[src/rtl/pc_branch_unit.sv]
// Program-counter / branch-resolution stage behind the ALU: flag latch, next-PC select, start/halt FSM, retire counter.
// Latency: all outputs registered; a kCMP's flags are visible to the branch in the very next cycle.
// Backpressure: none; one instruction retires per RUN cycle, and halt_req freezes the stage until start.
//
// Ports:
//   clk, reset        - clock and synchronous active-high reset
//   start             - begin execution at START_ADDR (honoured in IDLE and HALT only)
//   op                - opcode at the current pc
//   cmp_z, cmp_lt     - ALU compare results, captured only on kCMP
//   target            - absolute branch target
//   halt_req          - terminating instruction marker
//   pc                - fetch address
//   flag_z, flag_lt   - registered compare flags
//   running, done     - RUN / HALT state decodes
//   instr_count       - saturating retired-instruction count since last start
module pc_branch_unit #(
  parameter int PC_W       = 10,
  parameter int START_ADDR = 0,
  parameter int CNT_W      = 16
) (
  input  logic             clk,
  input  logic             reset,
  input  logic             start,
  input  logic [4:0]       op,
  input  logic             cmp_z,
  input  logic             cmp_lt,
  input  logic [PC_W-1:0]  target,
  input  logic             halt_req,
  output logic [PC_W-1:0]  pc,
  output logic             flag_z,
  output logic             flag_lt,
  output logic             running,
  output logic             done,
  output logic [CNT_W-1:0] instr_count
);

  // Opcode encodings shared with the decoder.
  localparam logic [4:0] K_NOP = 5'd0;
  localparam logic [4:0] K_ADD = 5'd1;
  localparam logic [4:0] K_SUB = 5'd2;
  localparam logic [4:0] K_CMP = 5'd5;
  localparam logic [4:0] K_BE  = 5'd8;
  localparam logic [4:0] K_BL  = 5'd9;
  localparam logic [4:0] K_BG  = 5'd10;
  localparam logic [4:0] K_BA  = 5'd11;

  localparam logic [1:0] S_IDLE = 2'd0;
  localparam logic [1:0] S_RUN  = 2'd1;
  localparam logic [1:0] S_HALT = 2'd2;

  localparam logic [PC_W-1:0] START_PC = PC_W'(START_ADDR);

  logic [1:0]       r_state;
  logic [PC_W-1:0]  r_pc;
  logic             r_flag_z;
  logic             r_flag_lt;
  logic [CNT_W-1:0] r_count;

  logic             w_take;
  logic [PC_W-1:0]  w_pc_inc;
  logic [PC_W-1:0]  w_pc_next;
  logic             w_cnt_sat;

  // Branch decision uses only the registered flags; live cmp_* are for kCMP capture.
  always_comb begin
    w_take = 1'b0;
    case (op)
      K_BA:    w_take = 1'b1;
      K_BE:    w_take = r_flag_z;
      K_BL:    w_take = r_flag_lt;
      K_BG:    w_take = ~r_flag_z & ~r_flag_lt;
      default: w_take = 1'b0;
    endcase
  end

  // Natural overflow of the PC_W-bit add gives the modulo-2^PC_W wrap.
  assign w_pc_inc  = r_pc + {{(PC_W-1){1'b0}}, 1'b1};
  assign w_pc_next = w_take ? target : w_pc_inc;
  assign w_cnt_sat = &r_count;

  always_ff @(posedge clk) begin
    if (reset) begin
      r_state   <= S_IDLE;
      r_pc      <= START_PC;
      r_flag_z  <= 1'b0;
      r_flag_lt <= 1'b0;
      r_count   <= '0;
    end else begin
      case (r_state)
        S_IDLE: begin
          r_pc <= START_PC;
          if (start) begin
            r_state   <= S_RUN;
            r_flag_z  <= 1'b0;
            r_flag_lt <= 1'b0;
            r_count   <= '0;
          end
        end
        S_RUN: begin
          // The halting instruction still retires, so it is counted.
          if (!w_cnt_sat) r_count <= r_count + {{(CNT_W-1){1'b0}}, 1'b1};
          if (halt_req) begin
            // pc and flags held: halt outranks both branch and flag capture.
            r_state <= S_HALT;
          end else begin
            r_pc <= w_pc_next;
            if (op == K_CMP) begin
              r_flag_z  <= cmp_z;
              r_flag_lt <= cmp_lt;
            end
          end
        end
        S_HALT: begin
          if (start) begin
            r_state   <= S_RUN;
            r_pc      <= START_PC;
            r_flag_z  <= 1'b0;
            r_flag_lt <= 1'b0;
            r_count   <= '0;
          end
        end
        default: begin
          r_state <= S_IDLE;
          r_pc    <= START_PC;
        end
      endcase
    end
  end

  assign pc          = r_pc;
  assign flag_z      = r_flag_z;
  assign flag_lt     = r_flag_lt;
  assign running     = (r_state == S_RUN);
  assign done        = (r_state == S_HALT);
  assign instr_count = r_count;

endmodule

[config.mk]
export PLATFORM = sky130hd
export DESIGN_NAME = pc_branch_unit
export DESIGN_NICKNAME = d
export VERILOG_FILES = /design/src/rtl/pc_branch_unit.sv
export SDC_FILE = /design/constraint.sdc
export NUM_CORES = 1
export LEC_CHECK = 0
export CAP_MARGIN = 5
export CORE_MARGIN = 4
export CORE_UTILIZATION = 47
export CTS_BUF_LIST = sky130_fd_sc_hd__clkbuf_4 sky130_fd_sc_hd__clkbuf_8 sky130_fd_sc_hd__clkbuf_16
export DETAILED_ROUTE_END_ITERATION = 10
export PLACE_DENSITY = 0.8
export SLEW_MARGIN = 20
export SYNTH_ARGS = -nofsm -noshare
export SYNTH_HDL_FRONTEND = slang
export SYNTH_SLANG_ARGS = --single-unit
[constraint.sdc]
create_clock -name clk -period 2.1 [get_ports clk]
set_input_delay 0.21 -clock clk [delete_from_list [all_inputs] [get_ports clk]]
set_output_delay 0.21 -clock clk [all_outputs]
set_load 0.05 [all_outputs]
==> impl_metrics.yaml <==
sta:
  setup-tns-final_ns: 0
  fin_crit_sh: 0.918
  rsz0062_at_grt: "false"
  finalClockSkew_ns: 0.00975
  setup_viol: 0
  drv_slew: 0
  worstMarginPinSlew_ns: 0.613
  relSlewSlack: 0.589
  period_needed_ns: 1.93
  max_freq_mhz: 519
  hold_viol: 0
synthesis:
  post_synth_num_cell_types: 47
  synth_top_area_frac: 0.357
  yosys_most_used_dff: "dfxtp_1"
  post-synth-top-count-cell: "dfxtp_1"
  syn_nets: 226
  synth_top_cell_by_area: "dfxtp_1"
  synthTopCellsByCount: "30 x dfxtp_1, 15 x nand3_1, 13 x nand2_1"
  synth_edf_count: 0
  yosysSeqAreaShare: 0.357
  syn-cell-area_um2: 1680
  ys_ff_latch: 30
  syn_area_per_cell_um2: 8.29
  ys_async_sr_fraction: 0
  ys_top_cells_by_area: "dfxtp_1 36%, mux2i_1 5.4%, nand3_1 4.5%, or4_1 3.6%, a21oi_1 3.3%"
  syn_inst: 203
  yosys_warnings: 0
clock_network:
  cts_setup_buffers: 0
  clkSinkCount: 30
  cts_root_buf: "clkbuf_4"
  clk-insertion-delay-late_ns: 0.33
  clkTransAtPathRegs_ns: 0.09
  cts_resized: 0
  cts_buffers: 5
  clockBufferDepth: 2
  ctsHoldBuffers: 0
  cts_htree_levels: 2
  cts_tree: "done"
layout:
  instances_no_fill: 307
  n_antenna_cell: 0
  area_delta_synth_final_pct: 38.3
  fillerInstances: 290
  drive_gt1_frac: 0.0843
  fin_nets: 284
pwr:
  leakagePower_nw: 0.799
  ir_drop_uv: 405
  power.density_nw_per_um2: 467
die:
  die_y_um: 67.8
  core_um2: 3390
  rows: 21
  die_area_um2: 4600
  initial_core_util: 0.496
  die_w_um: 67.8
  io_pins: 51
min_path:
  hp-class: "input port to register"
  min_from: "target[1]"
drt:
  route.vias.total: 1807
  drcViolationCount: 0
  wl_per_cell_um: 14.5
  drt_iter0_drc: 132
  drtAntennaViolNets: 0
  dr.pass1.iters: 5
  routed_wl_um: 4440
  viasPerCell: 5.89
setup_path:
  end_kind: "register"
  crit_chain: "nand2b_1 > inv_2 > o211ai_1 > or4_1 > a21oi_1"
  crit_fanout: 12
  crit_slowest_cell: "or4_1"
  worst-endpoint-arrival_ns: 2.18
  critPathKind: "register to register"
  regToRegStartpoint: "r_state[0]$_SDFFE_PP0P_"
  startpoint_type: "register"
  slowest_delay_ns: 0.55
  crit_required_ns: 2.35
  crit_start: "r_state[0]$_SDFFE_PP0P_"
placement:
  io_buffers: 50
  dp_hpwl_um: 3280
  place_congestion: 0.800
  place_inst: 300
job:
  cap_violations: 0
global_routing:
  grt_use_total: 0.210
  grt_max_degree: 15
  globalRouteOverflowTotal: 0
  antenna_found_initial: 0
  grt_first_pass_wirelength_um: 7460
  grt_pass1_vias: 1679
outcome:
  outcome: "finished clean"
-- cells by family (layout without fill, tap and decap cells) --
| logic type | Yosys count | in the layout | synth area share |
|---|---|---|---|
| AOI/OAI and AO/OA | 49 | 49 | 0.198 |
| xor gates and xnor gates | 1 | 1 | 0.00521 |
| adders and majority gates | 2 | 2 | 0.0149 |
| buffers and inverters | 18 | 76 | 0.0431 |
| DFF | 30 | 30 | 0.357 |
| muxes | 9 | 9 | 0.0535 |
| and+or+nand+nor | 94 | 94 | 0.329 |
-- area by class of cell --
type | count | area (um^2) | area share
Inverter | 9 | 33.8 | 0.0145
Timing Repair Buffer | 60 | 573 | 0.246
Multi-Input combinational cell | 155 | 1010 | 0.434
Sequential cell | 30 | 601 | 0.258
Tap cell | 46 | 57.6 | 0.0247
Clock buffer | 7 | 52.6 | 0.0226
-- sequential cells by signal (all words and copies together) (netlist names) --
signal	flops
flag_z	1
flag_lt	1
instr_count	16
r_state	2
pc	10
-- final timing paths --
| kind | endpoint | slack, ns | depth (start not counted) |
|---|---|---|---|
| setup / recovery | instr_count[9]$_SDFFE_PP0P_ | 0.17 | 5 |
| hold / removal | pc[1]$_SDFFE_PP0P_ | 0.45 | 3 |
| setup reg to reg | instr_count[9]$_SDFFE_PP0P_ | 0.17 | 5 |
| hold reg to reg | instr_count[15]$_SDFFE_PP0P_ | 0.50 | 2 |
-- routing by layer --
layer / wire [um] / GRT usage / up-vias
met5: 0 / 0 / -
met3: 347 / 0.0722 / 6
met2: 2050 / 0.341 / 73
met1: 2000 / 0.265 / 824
li1: - / - / 904
met4: 45 / 0.0521 / 0
-- cells in the final DEF (no fill, tap or decap), types with 5 or more instances in the layout --
| cell | instances |
|---|---|
| a21oi_1 | 11 |
| a32oi_1 | 5 |
| buf_4 | 11 |
| clkbuf_4 | 7 |
| clkdlybuf4s50_1 | 49 |
| dfxtp_1 | 30 |
| inv_1 | 8 |
| mux2i_1 | 9 |
| nand2_1 | 13 |
| nand2b_1 | 5 |
| nand3_1 | 15 |
| nand4_1 | 8 |
| nor2_1 | 8 |
| o31ai_1 | 7 |
| or3_1 | 5 |
| or4_1 | 8 |
-- metrics by stage --
step / worst slack (ns) / utilization / cell area (um^2) / power, mW / hold slack (ns)
final: 0.172 / 0.687 / 2330 / 1.09 / 0.454
after CTS: 0.186 / 0.687 / 2330 / 1.10 / 0.442
after global routing: 0.0172 / 0.687 / 2330 / 1.15 / 0.445
after floorplan: 0.0905 / - / 1680 / 0.681 / 0.356
after detailed placement: 0.0975 / 0.671 / 2270 / 0.756 / 0.486
after global placement: 0.132 / 0.671 / 2270 / 0.754 / 0.480
-- critical path, delay by kind of cell (launching register included) --
family	cells	cell delay (ns)
buf+inv	1	0.15
simple gates	2	0.75
flops	1	0.53
compound gates	2	0.41
-- report_power, final --
part / internal, mW / total (mW) / switching, mW
Clock: 0.152 / 0.343 / 0.191
Combinational: 0.0741 / 0.158 / 0.0834
Sequential: 0.575 / 0.586 / 0.0110
Note: power is estimated with default switching activity, not from simulation.
==> patch (same settings) <==
Add an input register stage for `target`, without a reset; this delays it by one clock. The other inputs are not delayed to match.
--- a/src/rtl/pc_branch_unit.sv
+++ b/src/rtl/pc_branch_unit.sv
@@ -51,4 +51,10 @@
   localparam logic [PC_W-1:0] START_PC = PC_W'(START_ADDR);
 
+  logic [PC_W-1:0] target_q;
+
+  always_ff @(posedge clk) begin
+    target_q <= target;
+  end
+
   logic [1:0]       r_state;
   logic [PC_W-1:0]  r_pc;
@@ -76,5 +82,5 @@
   // Natural overflow of the PC_W-bit add gives the modulo-2^PC_W wrap.
   assign w_pc_inc  = r_pc + {{(PC_W-1){1'b0}}, 1'b1};
-  assign w_pc_next = w_take ? target : w_pc_inc;
+  assign w_pc_next = w_take ? target_q : w_pc_inc;
   assign w_cnt_sat = &r_count;
 
Check against the original RTL: not equivalent (Yosys sat finds a counterexample within 4 cycles, from zero or initial values and one cycle with reset high).
==> patch against the original RTL <==
Combinational power up 8%. Setup slack got worse by 0.075 ns. Synthesized area up 20%. Routed wire length increased by 12%. Fmax decreased by 3.7%. Final area increased by 18%. Total power rose by 48%. Sequential cell count grew 10. Global-route usage down 1.0 points. Clock skew is 0.00093 ns higher. Largest power group unchanged. Highest routed layer unchanged.
==> patch: results (changes against the original RTL) <==
| Metric | Value |
|---|---|
| First-pass GRT wire length | `8540 um (+14%)` |
| H-tree Lvls | `2 (unchanged)` |
| Number of distinct library cells after synthesis | `51 (+8.5%)` |
| Crit-path max FO | `7 (-5)` |
| Status | `complete, no violations` |
| Multi-In Gates | `167 (+7.7%)` |
| Post-cts sizing count | `0 (unchanged)` |
| Layout filler cell count | `350 (+21%)` |
| Register area share after synthesis | `39.7% (+4.0 points)` |
| Initial antenna violation count | `0 (unchanged)` |
| Register clock-pin slew on the reported worst setup and hold paths | `0.09 ns (about the same)` |
| Clk_lat worst skew | `0.30 ns (-0.03 ns)` |
| Pin count of the biggest net entering global routing | `22 (+7)` |
| Invs w/o clock | `2 (-7)` |
| Nets in the synthesized netlist | `242 (+7.1%)` |
| Average size of a mapped cell | `9.22 um^2 (+11%)` |
| Multi-input combinational area share | `42.2% (-1.1 points)` |
| Buffer share of cell area | `21.8% (-2.8 points)` |
| Gr usage total | `19.9% (-1.0 points)` |
| Synth Area in Compound Gates | `19.6% (-0.14 points)` |
| Vias/cell | `5.75 (-2.3%)` |
| DR pass1 iterations | `4 (-1)` |
| Adder-Cell Fraction of Synth Area | `1.24% (-0.25 points)` |
| Fin nets | `299 (+5.3%)` |
| Synth Area in XOR/XNOR | `0.434% (-0.087 points)` |
| Layout cells sized above 1 | `11.6% (+3.1 points)` |
| DP Area | `0.00263 mm^2 (+16%)` |
| Mux contribution to synthesized area | `6.44% (+1.1 points)` |
| Maximum vdd drop | `0.403 mV (-0.50%)` |
| ClkCell Share | `4.20% (+1.9 points)` |
| Number of diodes | `0 (unchanged)` |
| WP data arrival | `1.79 ns (-0.39 ns)` |
| Sequential cell count | `40 (+33%)` |
| YS warnings | `0 (unchanged)` |
| Worst relative slew slack | `65.5% (+6.5 points)` |
| Commonest cells post-synth | `dfxtp_1 (40), nand2_1 (25), nand3_1 (16)` |
| Sw power | `0.392 mW (+37%)` |
| Number of global-route vias before repair | `1828 (+8.9%)` |
| Ys async rst share | `0% (unchanged)` |
| Layout Skew | `0.0107 ns (+0.000926 ns)` |
| Seq area share | `29.2% (+3.4 points)` |
| Dpl hpwl | `3670 um (+12%)` |
| Clock root buffer | `clkbuf_8` |
| Iter 0 DRT Violations | `138 (+4.5%)` |
| RD Place Congestion | `0.797 (-0.45%)` |
| Dominant cells by area after synthesis | `dfxtp_1 (40%), mux2i_1 (6.4%), nand2_1 (4.6%)` |
| Lkg Pwr | `0.899 nW (+13%)` |
| Avg WL per Cell | `15.2 um (+4.9%)` |
| Worst hold path type | `input pin to register` |
| Number of clock buffers in the layout | `5 (-2)` |
==> patch: cell count changes after synthesis, sizes merged, moves of 4 or more <==
cell / unedited run / this run
buf: 2 / 6
mux2i: 9 / 13
nand4: 8 / 1
dfxtp: 30 / 40
inv: 9 / 2
nand2: 13 / 25
==> patch: critical path, cell delays in order (launching register included) <==
cell and delay, ns:
dfxtp_1 0.46, nor2b_1 0.20, clkdlybuf4s50_1 0.84
==> patch: metal layers <==
metal	vias to the layer above	track usage, %	wire length [um]
met2	49	31.7	2340
met1	883	26.8	2310
met5	-	0	0
met4	0	5.43	40
met3	4	4.92	272
li1	945	-	-
==> patch: path summary, 6_finish.rpt <==
kind / from / end / slack [ns] / cells after the start
setup / recovery: r_state[1] / done / 0.1 / 2
hold / removal: target[0] / target_q[0] / 0.35 / 1
setup reg to reg: pc[0] / pc[8] / 0.28 / 5
hold reg to reg: flag_lt / flag_lt / 0.49 / 2
==> patch: per-stage QoR <==
step | worst slack (ns) | cells | util (%) | hold slack [ns]
after floorplan | 0.0577 | 219 | - | 0.238
final | 0.0970 | 327 | 67.1 | 0.347
after global routing | 0.0428 | 327 | 67.1 | 0.341
after global placement | 0.155 | 319 | 64.3 | 0.475
after detailed placement | 0.0854 | 319 | 64.3 | 0.474
after CTS | 0.0929 | 327 | 67.1 | 0.340
==> patch: power groups by stage <==
stage | logic (mW) | clock network, mW | registers (mW)
6_report | 0.171 | 0.650 | 0.786
2_1_floorplan | 0.0825 | 0 | 0.811
3_3_place_gp | 0.166 | 0 | 0.804
4_1_cts | 0.171 | 0.669 | 0.786
3_5_place_dp | 0.170 | 0 | 0.804
5_1_grt | 0.184 | 0.701 | 0.789
